## src/rtl/alu_issue_ctrl.sv

```systemverilog
// Issue controller feeding arithmetic_logic: decodes one 9-bit math instruction,
// runs the ALU for SETTLE_CYC cycles, captures r_out/s_out and strobes write-back.
// Optional STATUS_FLAGS_EN adds registered zero/equality flags (flag_z, flag_eq).
module alu_issue_ctrl #(
  parameter int SETTLE_CYC = 2,
  parameter int REG_AW     = 3
) (
  input  logic              clk,
  input  logic              reset,
  input  logic              in_valid,
  input  logic [8:0]        in_instr,
  output logic              in_ready,
  output logic [REG_AW-1:0] rf_ra,
  output logic [REG_AW-1:0] rf_rb,
  input  logic [7:0]        rf_da,
  input  logic [7:0]        rf_db,
  output logic [7:0]        alu_x,
  output logic [7:0]        alu_y,
  output logic [1:0]        alu_math,
  output logic              alu_en,
  output logic              alu_rs,
  input  logic [7:0]        alu_r,
  input  logic [7:0]        alu_s,
  output logic              wb_en,
  output logic [REG_AW-1:0] wb_addr,
  output logic [7:0]        wb_data,
`ifdef STATUS_FLAGS_EN
  output logic              flag_z,
  output logic              flag_eq,
`endif
  output logic [2:0]        dbg_state
);

  localparam logic [2:0] IDLE = 3'd0;
  localparam logic [2:0] READ = 3'd1;
  localparam logic [2:0] EXEC = 3'd2;
  localparam logic [2:0] CAPT = 3'd3;
  localparam logic [2:0] WB   = 3'd4;

  // Handshake: an instruction transfers on a rising edge where in_valid and
  // in_ready are both high; the source holds in_instr stable until then.
  logic [2:0]        r_state;
  logic [8:0]        r_instr;
  logic [3:0]        r_cnt;
  logic [7:0]        r_x;
  logic [7:0]        r_y;
  logic [1:0]        r_math;
  logic              r_rs;
  logic [REG_AW-1:0] r_wb_addr;
  logic [7:0]        r_wb_data;
  logic [7:0]        w_sel;
  logic [7:0]        w_result;

  assign w_sel    = r_rs ? alu_s : alu_r;
  // Equality ops return a single result bit in bit 0.
  assign w_result = r_math[1] ? {7'b0, w_sel[0]} : w_sel;

  assign in_ready  = (r_state == IDLE);
  assign alu_en    = (r_state == EXEC);
  assign wb_en     = (r_state == WB);
  assign rf_ra     = REG_AW'(r_instr[5:3]);
  assign rf_rb     = REG_AW'(r_instr[2:0]);
  assign alu_x     = r_x;
  assign alu_y     = r_y;
  assign alu_math  = r_math;
  assign alu_rs    = r_rs;
  assign wb_addr   = r_wb_addr;
  assign wb_data   = r_wb_data;
  assign dbg_state = r_state;

  always_ff @(posedge clk or posedge reset) begin
    if (reset) begin
      r_state   <= IDLE;
      r_instr   <= '0;
      r_cnt     <= '0;
      r_x       <= '0;
      r_y       <= '0;
      r_math    <= '0;
      r_rs      <= 1'b0;
      r_wb_addr <= '0;
      r_wb_data <= '0;
    end else begin
      case (r_state)
        IDLE: begin
          if (in_valid) begin
            r_instr <= in_instr;
            r_state <= READ;
          end
        end
        READ: begin
          r_x     <= rf_da;
          r_y     <= rf_db;
          r_math  <= r_instr[8:7];
          r_rs    <= r_instr[6];
          r_cnt   <= 4'(SETTLE_CYC - 1);
          r_state <= EXEC;
        end
        EXEC: begin
          if (r_cnt == 4'd0) r_state <= CAPT;
          else               r_cnt   <= r_cnt - 4'd1;
        end
        CAPT: begin
          r_wb_data <= w_result;
          r_wb_addr <= REG_AW'(r_instr[5:3]);
          r_state   <= WB;
        end
        WB:      r_state <= IDLE;
        default: r_state <= IDLE;
      endcase
    end
  end

`ifdef STATUS_FLAGS_EN
  logic r_flag_z;
  logic r_flag_eq;

  // Flags load alongside wb_data so they are valid during the WB strobe.
  always_ff @(posedge clk or posedge reset) begin
    if (reset) begin
      r_flag_z  <= 1'b0;
      r_flag_eq <= 1'b0;
    end else if (r_state == CAPT) begin
      r_flag_z <= (w_result == 8'd0);
      if (r_math[1]) r_flag_eq <= w_result[0];
    end
  end

  assign flag_z  = r_flag_z;
  assign flag_eq = r_flag_eq;
`endif

endmodule

```

## config.mk

```make
export PLATFORM = sky130hd
export DESIGN_NAME = alu_issue_ctrl
export DESIGN_NICKNAME = d
export VERILOG_FILES = /design/src/rtl/alu_issue_ctrl.sv
export SDC_FILE = /design/constraint.sdc
export NUM_CORES = 1
export LEC_CHECK = 0
export CORE_UTILIZATION = 42
export DETAILED_ROUTE_END_ITERATION = 12
export PLACE_DENSITY = 0.77
export REMOVE_ABC_BUFFERS = 1
export SLEW_MARGIN = 20
export SYNTH_ARGS = -nofsm -noshare
export SYNTH_HDL_FRONTEND = slang
export SYNTH_SLANG_ARGS = --single-unit
```

## constraint.sdc

```tcl
create_clock -name clk -period 1.5 [get_ports clk]
set_input_delay 0.3 -clock clk [delete_from_list [all_inputs] [get_ports clk]]
set_output_delay 0.3 -clock clk [all_outputs]
set_load 0.02 [all_outputs]
```

* Word level (Yosys, flattened, before mapping)
Cells that the tools add are included.
** Storage, ports and cells
- Bits in registers :: 46
- Bits in latches :: 0
- Bits in writable memories :: 0
- Bits in read-only memories :: 0
- Input bits :: 44
- Memories kept :: 0
** Operators by class
- Add/subtract/negate cells :: 1
- Multipliers :: 0
- Divide/modulo/power cells :: 0
- Magnitude comparators :: 0
- Equal/unequal tests :: 7
- Shifts and indexed selects :: 0
- Muxes and demuxes :: 7
- Bitwise logic cells :: 0
- Reduce and logical (&&, ||, !) cells :: 6
** Operators with widths (number)
- 8-bit two-way mux :: 2
- 3-bit case mux with 4 select lines :: 1
- 4-bit case mux with 2 select lines :: 1
- 3-bit by 2-bit equality test with 1-bit output (second input constant) :: 2
- 3-bit two-way mux :: 2
- 2-bit AND reduction :: 3
- 4-bit zero test :: 1
- 4-bit two-way mux :: 1
- 2-bit inequality test (second input constant) :: 2
- 4-bit by 1-bit subtractor with 4-bit output (second input constant) :: 1
- 3-bit by 1-bit equality test with 1-bit output (second input constant) :: 1
- 3-bit equality test (second input constant) :: 1
- 3-bit zero test :: 1
- 2-bit by 1-bit inequality test with 1-bit output (second input constant) :: 1
- 2-bit nonzero test :: 1

* Depth between registers and ports, before layout
- Depth after elaboration :: 3
- Mapped depth :: 4
- Gate-level depth less buffers :: 4

* Worst setup path after synthesis
OpenSTA, ideal clock, no wires.
- Path type :: register to register
- Start point :: register r_state[2], in the netlist dbg_state[2]
- End point :: register r_instr[0]
- Arrival time :: 1579 ps
- Required time :: 1375 ps
- Setup slack :: -204 ps
- Stages on the path, launching flop included :: 5
- Cells stage by stage :: dfrtp_1 -> nor3_2 -> and2_1 -> buf_6 -> mux2_4
** Between the ends
- Longest elaborated chain between the ends :: 2
** RTL lines
- from (decl) :: line 42 : logic [2:0] r_state;
- from (signal assigned) :: line 73 : r_state <= IDLE;
- from (signal assigned) :: line 87 : r_state <= READ;
- from (signal assigned) :: line 96 : r_state <= EXEC;
- 3-bit zero test
- via in_ready :: line 12 : output logic in_ready,
- 2-bit AND reduction (no line)
- to (signal assigned) :: line 86 : r_instr <= in_instr;
- to (decl) :: line 43 : logic [8:0] r_instr;
The timed path passes the listed nets, and every way through them passes these cells.
A chain may end at the register's enable or synchronous reset.

* Worst setup path in the final report
- Start point :: register r_state[1], in the netlist dbg_state[1]
- End point :: register r_instr[5]
** Between the ends
- Longest elaborated chain between the ends :: 2
** RTL lines
- 3-bit zero test :: line 83 : case (r_state)
- 2-bit AND reduction (no line)
Every way passes these cells.

==> run_results.csv <==
group,metric,value,unit
place,port_buffers,85,
power,seqPwrFrac,33.7,%
global_route,antenna_found_initial,0,
worst_setup_path,cpMaxStageDelayCell,"dfrtp_1",
cells_and_area,final_cells,326,
clock_tree,hold_buffers,0,
floorplan,dieHeight,71.5,microns
worst_setup_path,r2r_cells,5,
logic_synthesis,syn_inst,184,
worst_setup_path,cp_num_cells,5,
power,internal_power,3.95,mW
power,p_total,6.46,mW
worst_setup_path,timing.rr.end,"r_instr[5]",
logic_synthesis,synth_top_cell_area_share,56.8,%
power,power_density,2120,mW/mm^2
worst_setup_path,path_class,"register to register",
global_route,grt_pass1_vias,1590,
logic_synthesis,yosys.cell_types.count,29,
logic_synthesis,synth_xor_area_share,0,%
floorplan,start_util,45.0,%
worst_setup_path,required,1670,ps
worst_setup_path,reg2reg_slack,30,ps
sta,fmax,682,MHz
logic_synthesis,ys_seq_elements,46,
power,p_clk_share,13.5,%
logic_synthesis,synth_compound_area_share,4.57,%
power,p_sw,2.52,mW
route,drt_iter0_markers,24,
worst_setup_path,worstSetupStartpoint,"dbg_state[1]",
power,power.share.combinational,52.8,%
cells_and_area,drive_above_1_share,15.3,%
route,via_per_inst,4.79,
worst_setup_path,cp-start-kind,"register",
floorplan,coreArea,0.00450,sq mm
sta,setup_violations,0,
sta,period_minus_slack,1470,ps
cells_and_area,diodes,0,
worst_setup_path,arrival,1640,ps
clock_tree,post-cts-setup-buffers,0,
min_path,hold_class,"input port to async pin",
sta,fin_crit_sh,97.8,%
clock_tree,cts-root-buf,"clkbuf_8",
worst_setup_path,crit_buf_inv,2,
clock_tree,cts_buffers,5,
worst_setup_path,crit_path_end_kind,"register",
sta,rsz0062_at_grt,"true",
floorplan,io_pins,86,
logic_synthesis,avgSynthCellArea,11.0,sq um
place,place.gp.congestion,0.725,
cells_and_area,fin_nets,319,
global_route,grt_pass1_wl,7180,microns
logic_synthesis,synth_area_leaders,"dfrtp_1, nand2_1, mux2_4, mux2i_1, o31ai_1",
floorplan,die_w,71.5,microns
route,avgRoutedWirePerCell,12.8,microns
sta,worst_pin_slew,248,ps
sta,max_slew_margin,83.4,%
clock_tree,cts_htree_levels,2,
floorplan,num_rows,24,
outcome,status,"completed",
logic_synthesis,synth-edff-count,0,
logic_synthesis,syn_area,0.00203,sq mm
clock_tree,cts.sinks,46,
worst_setup_path,cp_max_fo,9,
floorplan,fp.dieArea,0.00511,sq mm
worst_setup_path,path_cells,"buf_4 -> nor3_2 -> and2_1 -> buf_12 -> mux2_4",
route,antenna_left,0,
clock_tree,ctsLongestPathBuffers,2,
global_route,grt_max_degree,47,
power,p_leak,1.53,nW
logic_synthesis,synthFlopType,"dfrtp_1",
logic_synthesis,synth_fa_ha_area_share,1.24,%
flow_run,max_cap_viol_count,0,
worst_setup_path,path_delay_family,"flip-flops",
worst_setup_path,crit_end,"r_instr[5]",
route,vias,1560,
place,place_inst,318,
sta,setup_slack,33.1,ps
logic_synthesis,yosysWarnings,0,
sta,clock-skew-final,4.45,ps
worst_setup_path,max_stage_delay,430,ps
clock_tree,cts_tree,"yes",
worst_setup_path,r2r-start,"dbg_state[1]",
clock_tree,insertion_delay,280,ps
logic_synthesis,synth_top_family_by_area,"simple AND/OR/NAND/NOR gates",
logic_synthesis,ys_async_sr_fraction,100,%
route,dr.pass1.iters,4,
route,drt-total-wl,4160,microns
global_route,grt_overflow_total,0,
place,dp.final_hpwl,3040,microns
cells_and_area,syn_to_final_growth,50.7,%
logic_synthesis,synthMuxAreaShare,13.8,%
logic_synthesis,synth_largest_area_cell,"dfrtp_1",
sta,hold_viol_final,0,
sta,timing.hold.ws,358,ps
place,dp_slack,-140,ps
sta,drv_slew,0,
logic_synthesis,synth-simple-area-share,18.0,%
logic_synthesis,ys_seq_area_share,56.8,%
power,swShare,38.9,%
clock_tree,clkTransAtPathRegs,80,ps
route,post-route-drc-count,0,
power,vdd_drop_max,1090,uV
global_route,track_usage,17.9,%
-- what timing repair did --
item	in CTS	in global routing
cloned	0	0
pin swaps	0	0
resized for setup	54	3
endpoints found under the setup margin	42	20
-- cells in the final DEF, fill, tap and decap left out, drive strengths merged, types with 5 or more instances in the layout --
cell           netlist  final
clkbuf               1      7
buf                 14     15
dlygate4sd2          0     38
dfrtp               46     46
o31ai                7      7
clkdlybuf4s50        0     43
inv                  5      5
mux2                12     12
mux2i               11     11
nand2               67     67
-- cell families (layout without fill, tap and decap cells) --
family,count (synthesis),in the layout
and+or+nand+nor,82,82
DFF,46,46
muxes,23,23
AOI/OAI and AO/OA,11,11
adders and majority gates,2,2
buffers and inverters,20,110
-- worst register-to-register path: stages, from the launching register on --
cell and delay [ps]:
dfrtp_1 430, buf_4 160, nor3_2 100, and2_1 200, buf_12 160, mux2_4 310
-- sequential cells by signal, indices dropped and copies added (netlist names) --
name	count
alu_rs	1
r_cnt	4
r_instr	9
dbg_state	3
wb_addr	3
alu_math	2
alu_y	8
alu_x	8
wb_data	8
-- cells in the mapped netlist (2+ instances only) --
| library cell | number |
|---|---|
| nand2_1 | 67 |
| dfrtp_1 | 46 |
| mux2i_1 | 11 |
| mux2_4 | 9 |
| o31ai_1 | 7 |
| buf_2 | 6 |
| buf_4 | 6 |
| inv_1 | 5 |
| mux2_2 | 3 |
| nor2_1 | 3 |
| ha_1 | 2 |
| or2_2 | 2 |
-- layout make-up --
| class | instances | area (sq um) |
|---|---|---|
| multi-input cells | 118 | 762 |
| well taps | 52 | 65.1 |
| flip-flops and latches | 46 | 1150 |
| repair buffers | 97 | 947 |
| clock inverters | 1 | 30.0 |
| fillers | 389 | 1450 |
| inverters | 5 | 18.8 |
| clock buffers | 7 | 76.3 |
-- worst min path at each step --
stage,start,depth (start not counted),to,slack [ps]
after floorplan,rf_da[0],2,alu_x[0],410
after global placement,alu_x[0],2,alu_x[0],460
after detailed placement,alu_y[4],2,alu_y[4],460
after CTS,reset,3,wb_addr[2],360
after global routing,reset,3,r_instr[8],380
final,reset,3,r_instr[8],360
-- routing by layer --
metal	part of all wire, %	track usage (%)
met1	46	23.2
met3	6.7	4.50
met4	1.1	5.88
met5	0	0
met2	46	29.8
-- power by group through the flow --
stage | Clock, mW | Combinational [mW] | Sequential (mW)
5_1_grt | 0.958 | 3.71 | 2.27
6_report | 0.873 | 3.42 | 2.18
2_1_floorplan | 0 | 1.32 | 2.87
3_3_place_gp | 0 | 3.76 | 2.20
4_1_cts | 0.899 | 3.44 | 2.19
3_5_place_dp | 0 | 3.83 | 2.22
-- through the flow --
step           setup TNS [ps]  area, sq um  util, %
3_3_place_gp             -736         3000     66.6
3_5_place_dp             -621         3000     66.6
2_1_floorplan           -5610         1930        -
6_report                    0         3050     67.8
4_1_cts                     0         3050     67.6
5_1_grt                  -337         3050     67.8
No activity file was read; power rests on OpenSTA's default activity.
